File: src/rtl/regfile_wport_arb.sv
// rtl/regfile_wport_arb.sv - two-requester register-file write-port arbiter with pending-write scoreboard
// Optional same-cycle bypass outputs are built when REGFILE_FWD_EN is defined.
module regfile_wport_arb #(
   parameter int XLEN = 32,
   parameter int AW   = 5
) (
   input  logic            clk,
   input  logic            rst_n,
   input  logic            a_valid,
   output logic            a_ready,
   input  logic [AW-1:0]   a_addr,
   input  logic [XLEN-1:0] a_data,
   input  logic            l_valid,
   output logic            l_ready,
   input  logic [AW-1:0]   l_addr,
   input  logic [XLEN-1:0] l_data,
   input  logic            claim_en,
   input  logic [AW-1:0]   claim_addr,
   input  logic [AW-1:0]   rd_addr1,
   input  logic [AW-1:0]   rd_addr2,
   output logic            stall,
   output logic            rf_wen,
   output logic [AW-1:0]   rf_addrW,
   output logic [XLEN-1:0] rf_dataW
`ifdef REGFILE_FWD_EN
   ,
   output logic            fwd1_hit,
   output logic [XLEN-1:0] fwd1_data,
   output logic            fwd2_hit,
   output logic [XLEN-1:0] fwd2_data
`endif
);

   localparam int NREG = 1 << AW;

   logic [NREG-1:0] busy;
   logic [NREG-1:0] busy_nxt;
   logic            rr;
   logic            contend;
   logic            gnt_a;
   logic            gnt_l;
   logic            gnt;
   logic [AW-1:0]   g_addr;
   logic [XLEN-1:0] g_data;
   logic            pend1;
   logic            pend2;

   // rr names the requester that wins the next contended cycle (0 = ALU)
   always_comb begin
      gnt_a   = 1'b0;
      gnt_l   = 1'b0;
      contend = a_valid & l_valid;
      if (rst_n) begin
         if (contend) begin
            gnt_a = ~rr;
            gnt_l = rr;
         end else begin
            gnt_a = a_valid;
            gnt_l = l_valid;
         end
      end
   end

   assign gnt     = gnt_a | gnt_l;
   assign g_addr  = gnt_a ? a_addr : l_addr;
   assign g_data  = gnt_a ? a_data : l_data;
   assign a_ready = gnt_a;
   assign l_ready = gnt_l;

   // A claim is applied after the clear so a new producer stays outstanding
   always_comb begin
      busy_nxt = busy;
      if (gnt) begin
         busy_nxt[g_addr] = 1'b0;
      end
      if (claim_en) begin
         busy_nxt[claim_addr] = 1'b1;
      end
      busy_nxt[0] = 1'b0;
   end

   always_ff @(posedge clk) begin
      if (!rst_n) begin
         busy     <= '0;
         rr       <= 1'b0;
         rf_wen   <= 1'b0;
         rf_addrW <= '0;
         rf_dataW <= '0;
      end else begin
         busy   <= busy_nxt;
         rf_wen <= gnt && (g_addr != '0);
         if (contend) begin
            rr <= ~rr;
         end
         if (gnt && (g_addr != '0)) begin
            rf_addrW <= g_addr;
            rf_dataW <= g_data;
         end
      end
   end

   assign pend1 = busy[rd_addr1] & (rd_addr1 != '0);
   assign pend2 = busy[rd_addr2] & (rd_addr2 != '0);

`ifdef REGFILE_FWD_EN
   logic hit1;
   logic hit2;

   assign hit1      = gnt & (rd_addr1 != '0) & (g_addr == rd_addr1);
   assign hit2      = gnt & (rd_addr2 != '0) & (g_addr == rd_addr2);
   assign fwd1_hit  = hit1;
   assign fwd2_hit  = hit2;
   assign fwd1_data = g_data;
   assign fwd2_data = g_data;
   assign stall     = (pend1 & ~hit1) | (pend2 & ~hit2);
`else
   assign stall     = pend1 | pend2;
`endif

endmodule

File: config.mk
export PLATFORM = sky130hd
export DESIGN_NAME = regfile_wport_arb
export DESIGN_NICKNAME = d
export VERILOG_FILES = /design/src/rtl/regfile_wport_arb.sv
export SDC_FILE = /design/constraint.sdc
export NUM_CORES = 1
export LEC_CHECK = 0
export ABC_AREA = 1
export BUFFER_PORTS_ARGS = -buffer_cell sky130_fd_sc_hd__buf_4
export CELL_PAD_IN_SITES_DETAIL_PLACEMENT = 0
export CELL_PAD_IN_SITES_GLOBAL_PLACEMENT = 1
export CORE_MARGIN = 4
export CORE_UTILIZATION = 37
export DETAILED_ROUTE_END_ITERATION = 10
export GPL_TIMING_DRIVEN = 0
export PLACE_DENSITY_LB_ADDON = 0.1
export SLEW_MARGIN = 20
export SYNTH_ARGS = -nofsm -noshare
export SYNTH_HDL_FRONTEND = slang
export SYNTH_SLANG_ARGS = --single-unit
File: constraint.sdc
create_clock -name clk -period 3.7 [get_ports clk]
set_clock_uncertainty 0.15 [all_clocks]
set_input_delay 0.925 -clock clk [delete_from_list [all_inputs] [get_ports clk]]
set_output_delay 0.925 -clock clk [all_outputs]
set_load 0.01 [all_outputs]
==> metrics.cfg <==
[synthesis]
synth_area_per_cell_um2=5.972
ys_seq_area_share_pct=32.73
synth_nets=811
synth-xor-area-share_pct=0
yosys.area_share.simple_pct=46.96
synth-seq-cells=70
synth_ff_type=dfxtp_1
synth_compound_area_share_pct=8.971
synth_edf_count=0
synth_cell_types=27
synthMuxAreaShare_pct=0
synthCells=717
synth_top_family_by_area=simple AND/OR/NAND/NOR gates
synth_area_um2=4282
async_reset_ff_share_pct=0
ys_warn_count=0
synthAdderAreaFrac_pct=0

[worst_hold_path]
worstHoldPathType=reg2reg
min_to=busy[27]
hp-start=busy[27]
whs_path_depth=2

[timing]
worstMarginPinSlew_ps=1068
slew_headroom_pct=28.28
fin_tns_setup_ps=0
rsz0062_at_grt=false
setup_viol_count_final=0
hold_viol=0
final_max_slew_viol_count=0
fin_crit_sh_pct=92.43
fmax_mhz=292.4
period_needed_ps=3420

[critical_path]
r2r_cells=10
crit_arrival_ps=2350
reg2reg_setup_slack_ps=1660
crit_start=rd_addr1[0]
crit_path_end_kind=output pin
path_max_fanout=10
crit_top_cell=nand2_1
r2r_start=rr
cp_slowest_stage_delay_ps=410
regToRegEndpoint=busy[24]
start_kind=input pin
path_cells=clkbuf_1 > clkbuf_1 > nand2_1 > o211ai_1 > nand2_1 > nand2_1 > nand2_1 > inv_1 > nand2_1 > nand2_1 > nand3_1 > buf_4
cpMaxStageDelayCell=clkbuf_1
cp_data_required_time_ps=2620
path_class=in2out

[clocking]
cts_tree=built
cts-htree-levels=3
post_cts_buffers=0
cts_buffers=9
clockRootBuffer=clkbuf_16
cts_resized=0
cts_sinks=70
cts_buffer_depth=2
clock_latency_ps=330
hold_buffers=0
clk_pin_slew_ps=50

[placement]
place_inst=989
place_congestion=0.8415
portBuffers=129
dpl.hpwl_mm=10.50

[layout]
nFillCells=1193
final_cells=1005
drive_gt1_share_pct=24.48
syn_to_final_growth_pct=33.96
fin_util_pct=50.45
nNetsFinal=951
antennaDiodeCount=0

[pwr]
p_leak_uw=0.002835
ir_drop_uv=183.8
p_per_area_nw_per_um2=378.8

[die]
chipHeight_um=115.6
initial_core_util_pct=37.66
core_um2=11370
rows=39
die_w_um=115.6
die-area_um2=13360
ioPinCount=135

[detailed_routing]
vias=4817
vias_per_cell=4.793
drt_wl_total_mm=13.53
ant_nets=0
wl_per_cell_um=13.46
drc_errors=0
drtIter0Drc=324
dr.pass1.iters=5

[grt]
globalRouteOverflowTotal=0
grt_max_degree=12
antenna_found_initial=0
track_usage_pct=20.89
grt_pass1_wl_mm=22.36
first_global_vias=4644

[run]
drv_cap=0

[status]
status=completed

-- metal layers --
metal  GRT usage [%]  up-vias  routed length [um]
met5               0        -                   0
met4           5.712        0                 123
met3           4.909        9                 957
met2           35.69      156                6371
met1           26.42     2143                6075
li1                -     2509                   -
-- cell type report --
cell class	instances	area, um2	share of cell area [%]
Timing Repair Buffer	129	968.4	16.88
Clock buffer	14	294.0	5.127
Tap cell	143	178.9	3.120
Sequential cell	70	1401	24.43
Clock inverter	2	12.51	0.2182
Inverter	76	289.0	5.039
Buffer	32	196.4	3.425
Multi-Input combinational cell	539	2395	41.75
-- critical path, delay by kind of cell --
family                 cells  cell delay [ps]
and+or+nand+nor            7              480
buffers and inverters      4              830
AOI/OAI and AO/OA          1               90
-- kinds of logic after synthesis --
family / Yosys count
simple gates: 472
buf+inv: 108
flops: 70
compound gates: 67
-- metrics by stage --
stage,worst slack (ps),hold slack (ps),total power (uW),instance area [um2]
detailed placement,273.1,304.6,1326,5429
global placement,305.1,301.5,1321,5429
floorplan,694.8,288.9,1114,4282
finish,280.0,316.0,2172,5736
CTS,278.7,317.0,2190,5736
global route,123.7,344.5,2279,5736
-- Yosys cell counts (2+ instances only) --
cell	n	area, um2
buf_6	8	90.09
dfxtp_1	70	1401
nand3b_1	2	15.01
o21ai_2	2	17.52
nand2_4	2	22.52
nand3_1	64	320.3
o211ai_1	10	75.07
a21oi_1	43	215.2
nor3_1	10	50.05
o21ai_0	9	45.04
inv_2	3	11.26
clkbuf_1	13	48.80
nor2_2	29	181.4
buf_2	10	50.05
nand2_1	300	1126
nand4_1	2	12.51
inv_1	70	262.8
nand2_2	4	25.02
nor2_4	3	33.78
nor2_1	55	206.5
a31oi_1	2	12.51
-- power by group --
| part | internal, uW | switching, uW |
|---|---|---|
| Combinational | 217 | 262 |
| Clock | 544 | 321 |
| Sequential | 798 | 30.4 |
-- registers in the layout (all words and copies together) (netlist names) --
| register | cells |
|---|---|
| rf_dataW | 32 |
| rf_addrW | 5 |
| busy | 31 |
| rr | 1 |
| rf_wen | 1 |
-- worst max-delay path by stage --
stage,slack [ps],end
2_1_floorplan,690,stall
3_3_place_gp,310,stall
3_5_place_dp,270,stall
4_1_cts,280,stall
5_1_grt,120,stall
6_report,280,stall
-- cell usage in the layout (no fill, tap or decap), types with 2 or more instances in the layout --
master	netlist	final
nand2_1	300	300
buf_4	1	130
inv_1	70	70
dfxtp_1	70	70
nand3_1	64	64
nor2_1	55	55
a21oi_1	43	43
nor2_2	29	29
clkbuf_1	13	13
buf_2	10	10
o211ai_1	10	10
nor3_1	10	10
o21ai_0	9	9
clkbuf_16	0	9
buf_6	8	8
clkbuf_8	0	5
nand2_2	4	4
inv_2	3	3
nor2_4	3	3
clkinv_2	1	2
nand2_4	2	2
nand4_1	2	2
a31oi_1	2	2
o21ai_2	2	2
nand3b_1	2	2
No activity file was read; power rests on OpenSTA's default activity.
